--- src/rtl/wide_narrow_pkg.sv ---
// Shared definitions for the wide-to-narrow sequencer.
// Contents:
//   state_e - controller state (StIdle waits for a wide word, StEmit streams its chunks).
// Chunk count and select widths depend on instance parameters and are derived locally.
package wide_narrow_pkg;

    typedef enum logic [0:0] {
        StIdle = 1'b0,
        StEmit = 1'b1
    } state_e;

endpackage

--- src/rtl/wide_chunk_select.sv ---
// Combinational chunk selector: picks chunk sel_i of a wide word and zero-extends it.
// Ports:
//   word_i  [INPUT_W]  wide word, chunk 0 in the least significant bits
//   sel_i   [DIFF_W]   chunk index, 0 .. CHUNKS-1
//   chunk_o [OUTPUT_W] selected chunk, zero-extended
module wide_chunk_select #(
    parameter int unsigned INPUT_W  = 64,
    parameter int unsigned SIZE_W   = 32,
    parameter int unsigned OUTPUT_W = 32,
    localparam int unsigned CHUNKS  = INPUT_W / SIZE_W,
    localparam int unsigned DIFF_W  = $clog2(CHUNKS)
) (
    input  logic [INPUT_W-1:0]  word_i,
    input  logic [DIFF_W-1:0]   sel_i,
    output logic [OUTPUT_W-1:0] chunk_o
);

    // Explicit mux over every chunk position; indices outside 0..CHUNKS-1 yield zero.
    always_comb begin
        chunk_o = '0;
        for (int unsigned i = 0; i < CHUNKS; i++) begin
            if (sel_i == DIFF_W'(i)) begin
                chunk_o[SIZE_W-1:0] = word_i[i*SIZE_W +: SIZE_W];
            end
        end
    end

endmodule

--- src/rtl/wide_narrow_sequencer.sv ---
// Wide-to-narrow streaming sequencer.
// Accepts INPUT_W words over a valid/ready handshake and emits them as SIZE_W chunks,
// lowest chunk first, each zero-extended to OUTPUT_W. A new word can be accepted on the
// same cycle the final chunk of the previous word is taken, so there is no bubble.
// Ports:
//   clk_i        clock, rising edge
//   rst_i        synchronous active-high reset
//   in_valid_i / in_ready_o / in_data_i / in_last_i    wide word input
//   out_valid_o / out_ready_i / out_data_o / out_last_o chunk output
//   busy_o       high while chunks of a word are being emitted
//   count_i      chunks valid in the offered word (only with WIDE_NARROW_COUNT_EN)
// Build option:
//   WIDE_NARROW_COUNT_EN - adds count_i; count_i of 0 or above CHUNKS means a full word.
module wide_narrow_sequencer
    import wide_narrow_pkg::*;
#(
    parameter int unsigned INPUT_W  = 64,
    parameter int unsigned SIZE_W   = 32,
    parameter int unsigned OUTPUT_W = 32,
    localparam int unsigned CHUNKS  = INPUT_W / SIZE_W,
    localparam int unsigned DIFF_W  = $clog2(CHUNKS)
) (
    input  logic                clk_i,
    input  logic                rst_i,
    input  logic                in_valid_i,
    output logic                in_ready_o,
    input  logic [INPUT_W-1:0]  in_data_i,
    input  logic                in_last_i,
    output logic                out_valid_o,
    input  logic                out_ready_i,
    output logic [OUTPUT_W-1:0] out_data_o,
    output logic                out_last_o,
    output logic                busy_o
`ifdef WIDE_NARROW_COUNT_EN
    ,
    input  logic [DIFF_W:0]     count_i
`endif
);

    localparam logic [DIFF_W-1:0] FullLastSel = DIFF_W'(CHUNKS - 1);

    state_e             state_q, state_d;
    logic [INPUT_W-1:0] hold_q, hold_d;
    logic               hold_last_q, hold_last_d;
    logic [DIFF_W-1:0]  sel_q, sel_d;
    logic [DIFF_W-1:0]  last_sel_q, last_sel_d;
    logic [DIFF_W-1:0]  load_last_sel;
    logic               at_last;

    // Index of the final chunk for the word being offered.
`ifdef WIDE_NARROW_COUNT_EN
    always_comb begin
        if ((count_i == '0) || (count_i > (DIFF_W + 1)'(CHUNKS))) begin
            load_last_sel = FullLastSel;
        end else begin
            load_last_sel = DIFF_W'(count_i - (DIFF_W + 1)'(1));
        end
    end
`else
    assign load_last_sel = FullLastSel;
`endif

    assign at_last = (sel_q == last_sel_q);

    always_comb begin
        state_d     = state_q;
        hold_d      = hold_q;
        hold_last_d = hold_last_q;
        sel_d       = sel_q;
        last_sel_d  = last_sel_q;
        in_ready_o  = 1'b0;
        out_valid_o = 1'b0;
        busy_o      = 1'b0;

        unique case (state_q)
            StIdle: begin
                in_ready_o = 1'b1;
            end
            StEmit: begin
                out_valid_o = 1'b1;
                busy_o      = 1'b1;
                if (out_ready_i) begin
                    if (at_last) begin
                        // Final chunk leaves this cycle: the input slot opens up now.
                        in_ready_o = 1'b1;
                        if (!in_valid_i) begin
                            state_d = StIdle;
                        end
                    end else begin
                        sel_d = sel_q + DIFF_W'(1);
                    end
                end
            end
            default: begin
                state_d = StIdle;
            end
        endcase

        if (rst_i) begin
            in_ready_o = 1'b0;
        end

        if (in_valid_i && in_ready_o) begin
            state_d     = StEmit;
            hold_d      = in_data_i;
            hold_last_d = in_last_i;
            sel_d       = '0;
            last_sel_d  = load_last_sel;
        end
    end

    always_ff @(posedge clk_i) begin
        if (rst_i) begin
            state_q     <= StIdle;
            hold_q      <= '0;
            hold_last_q <= 1'b0;
            sel_q       <= '0;
            last_sel_q  <= FullLastSel;
        end else begin
            state_q     <= state_d;
            hold_q      <= hold_d;
            hold_last_q <= hold_last_d;
            sel_q       <= sel_d;
            last_sel_q  <= last_sel_d;
        end
    end

    wide_chunk_select #(
        .INPUT_W  (INPUT_W),
        .SIZE_W   (SIZE_W),
        .OUTPUT_W (OUTPUT_W)
    ) u_chunk_select (
        .word_i  (hold_q),
        .sel_i   (sel_q),
        .chunk_o (out_data_o)
    );

    assign out_last_o = out_valid_o & hold_last_q & at_last;

endmodule

--- config.mk ---
export PLATFORM = sky130hd
export DESIGN_NAME = wide_narrow_sequencer
export DESIGN_NICKNAME = d
export VERILOG_FILES = /design/src/rtl/wide_narrow_pkg.sv /design/src/rtl/wide_chunk_select.sv /design/src/rtl/wide_narrow_sequencer.sv
export SDC_FILE = /design/constraint.sdc
export NUM_CORES = 1
export LEC_CHECK = 0
export BUFFER_PORTS_ARGS = -buffer_cell sky130_fd_sc_hd__buf_4
export CAP_MARGIN = 20
export CORE_ASPECT_RATIO = 0.9
export CORE_UTILIZATION = 35
export DETAILED_ROUTE_END_ITERATION = 6
export PLACE_DENSITY = 0.56
export SLEW_MARGIN = 20
export SYNTH_ARGS = -nofsm -noshare
export SYNTH_HDL_FRONTEND = slang
export SYNTH_HIERARCHICAL = 1
export SYNTH_SLANG_ARGS = --single-unit
--- constraint.sdc ---
create_clock -name clk_i -period 2.55 [get_ports clk_i]
set_input_delay 0.255 -clock clk_i [delete_from_list [all_inputs] [get_ports clk_i]]
set_output_delay 0.255 -clock clk_i [all_outputs]
set_load 0.005 [all_outputs]
==> reports/qor.csv <==
stage,metric,value,unit
run_status,run status,"finished, final reports clean",
route,total iterations of the first detailed-routing run,2,
clock_tree,CTS sink count,67,
synth,share of synthesized area occupied by flip-flops and latches,38.5,%
route,average wire per cell in the routed design,14.0,um
route,via density per instance,4.35,
cells_and_area,final net count,428,
cells_and_area,diode insertion count for antenna repair,0,
sta,Slew Limit Headroom,68.2,%
global_route,number of global-route vias before repair,2239,
job,count of max-cap constraint violations,0,
sta,Tmin final,2.02,ns
clock_tree,TritonCTS clock tree,done,
worst_setup_path,critical setup path kind,flop to output port,
die,Die X-Extent,107,um
sta,final setup TNS,0,ns
clock_tree,clock input transition at the sequential cells of the worst setup and hold paths,0.07,ns
die,initial core utilization,36.1,%
sta,slew of the pin with the lowest slew margin,0.478,ns
power_and_ir_drop,static leakage,2.07,nW
synth,synthesized net count,328,
die,number of primary I/O pins,105,
route,total number of vias,2126,
synth,synthesized netlist cell count,259,
sta,final setup vio count,0,
synth,synth top area cells,"dfxtp_1, mux2_4, nor2b_1",
sta,largest clock skew in the final design,0.00634,ns
placed_design,port bufs,104,
synth,Yosys Warn Count,6,
worst_setup_path,crit path launch,sel_q$_SDFFE_PP0P_,
sta,post-route fraction of the period consumed by the critical path,79.4,%
worst_setup_path,Crit-path slowest cell,dfxtp_2,
worst_setup_path,data required time of the critical path,2.30,ns
placed_design,Detail Placement HPWL,4480,um
placed_design,"Cell Area, Placed",4220,sq um
sta,number of slew-limit violations in the final report,0,
worst_setup_path,type of origin of the critical path,flop,
placed_design,"number of placed instances, taps included",474,
clock_tree,Max clock buf depth,2,
synth,count of flip-flops with a built-in enable after synthesis,0,
placed_design,gp weighted congestion,0.699,
synth,Avg Synthesized Cell Area,13.5,sq um
clock_tree,# hold bufs at CTS,0,
route,number of nets with antenna violations after detailed routing,0,
clock_tree,number of resized instances in the post-cts repair step,0,
route,detailed-route wire length,6870,um
die,Die ar.,10400,sq um
clock_tree,number of buffers created by CTS,9,
clock_tree,clock latency reported for the late side of the worst-skew pair,0.33,ns
worst_setup_path,endpoint of the most critical setup path,out_data_o[12],
synth,Yosys cell types,19,
hold_path,path category of the worst min-delay check,input pin to flop,
power_and_ir_drop,total power density per cell area,554,nW/um^2
clock_tree,clock root buffer,clkbuf_8,
clock_tree,maximum level of the CTS H-tree,3,
worst_setup_path,FF-to-FF path depth,4,
cells_and_area,Final Non-Filler Cells,489,
worst_setup_path,arrival time at the worst endpoint,1.77,ns
route,Residual DRC,0,
die,Core Footprint,9660,sq um
route,violation count after the first detailed-routing iteration,52,
worst_setup_path,critical path endpoint category,output port,
worst_setup_path,Most common cell on crit path,buf_4,
worst_setup_path,highest net fanout along the worst path,19,
sta,setup repair after global routing missed its margin,no,
global_route,Total GRT Usage,14.0,%
global_route,residual overflow from global routing,0,
cells_and_area,finished layout cell area,4400,sq um
global_route,wire length of the first global-routing pass,11300,um
synth,Yosys reg bits,67,
worst_setup_path,CP cell instances,buf_4 -> mux2_4 -> buf_4,
global_route,antenna violations before repair,0,
die,Site Rows,34,
worst_setup_path,r2r setup slk,0.79,ns
cells_and_area,layout cell share with drive strength beyond 1,60.3,%
synth,most frequently used cell type in the post-synthesis netlist,mux2_4,
synth,most instantiated flip-flop cell in the synthesis netlist,dfxtp_1,
global_route,pin count of the biggest net entering global routing,66,
sta,Achievable Freq,0.494,GHz
synth,Syn Std Cell Area,3490,sq um
synth,ys async rst share,0,%
synth,cell types with the highest counts after synthesis,"mux2_4, dfxtp_1, nor2b_1",
sta,Final Hold Vio Count,0,
worst_setup_path,worst reg2reg startpoint,sel_q$_SDFFE_PP0P_,
clock_tree,number of setup buffers added after CTS,0,
worst_setup_path,Worst R2R End,hold_q[42]$_SDFFE_PP0P_,
cells_and_area,"Area growth, synth to finish",26.2,%
synth,Synth area leader,dfxtp_1,
die,die boundary height,96.7,um
synth,post-synth top area share,38.5,%
power_and_ir_drop,Max IR drop VDD,0.000244,V
worst_setup_path,slowest cell delay on critical path,0.54,ns
[cell type report]
class | instances | area [sq um]
flip-flops and latches | 67 | 1340
clock inverters | 2 | 10.0
well taps | 126 | 158
fillers | 913 | 5250
inverters | 1 | 3.75
repair buffers | 108 | 823
clock buffers | 13 | 169
multi-input cells | 172 | 1900
[routing by layer]
layer	wire length (um)	track usage [%]	part of all wire (%)
met2	3030	21.3	44
met3	549	6.00	8.0
met1	3190	18.0	46
met5	0	0	0
met4	97	3.79	1.4
[sequential cells by signal (all words and copies together), names as in the netlist]
| signal | flops |
|---|---|
| hold_q | 64 |
| hold_last_q | 1 |
| sel_q | 1 |
| state_q | 1 |
[through the flow]
step / utilization, % / worst slack [ns] / total power (W) / hold slack (ns)
detailed placement: 43.7 / 0.774 / 0.00166 / 0.469
floorplan: - / 1.18 / 0.00150 / 0.376
global placement: 43.7 / 0.819 / 0.00166 / 0.465
CTS: 45.6 / 0.469 / 0.00249 / 0.0996
finish: 45.6 / 0.525 / 0.00244 / 0.125
global route: 45.6 / 0.417 / 0.00257 / 0.107
[logic make-up after synthesis]
logic type,synth area share [%]
AO/OA/AOI/OAI,0.825
multiplexers,39.9
flip-flops,38.5
buffers and inverters,7.17
AND/OR/NAND/NOR,13.6
[critical path, delay by kind of cell (launching register included)]
kind / cells / cell delay (ns)
buffers and inverters: 2 / 0.56
flip-flops: 1 / 0.54
multiplexers: 1 / 0.34
[power breakdown]
part           total, W  switching, W  internal (W)  leakage, nW
sequential      0.00117     0.0000399       0.00113        0.553
clock          0.000810      0.000385      0.000425       0.0953
combinational  0.000465      0.000142      0.000323         1.42
[how the worst min path moves through the flow]
stage / start / depth (start not counted) / slack [ns] / end
after global placement: in_data_i[49] / 2 / 0.46 / hold_q[49]$_SDFFE_PP0P_
after detailed placement: in_data_i[49] / 2 / 0.47 / hold_q[49]$_SDFFE_PP0P_
after floorplan: in_valid_i / 2 / 0.38 / state_q$_SDFF_PP0_
after CTS: in_data_i[49] / 2 / 0.1 / hold_q[49]$_SDFFE_PP0P_
final: in_data_i[49] / 2 / 0.12 / hold_q[49]$_SDFFE_PP0P_
after global routing: in_data_i[49] / 2 / 0.11 / hold_q[49]$_SDFFE_PP0P_
[cells in the final DEF, fill, tap and decap left out]
cell	n
buf_12	1
and3_1	1
clkinv_2	2
clkbuf_8	12
dfxtp_1	66
a21oi_1	1
o21ai_0	1
nor2_1	3
a21boi_4	1
nor2b_1	49
and2b_1	17
nand3b_1	1
inv_1	1
clkbuf_1	1
mux2_1	3
mux2_4	80
nor3_4	1
buf_4	107
mux2_2	14
dfxtp_2	1
Power figures use the tool's default switching activity.
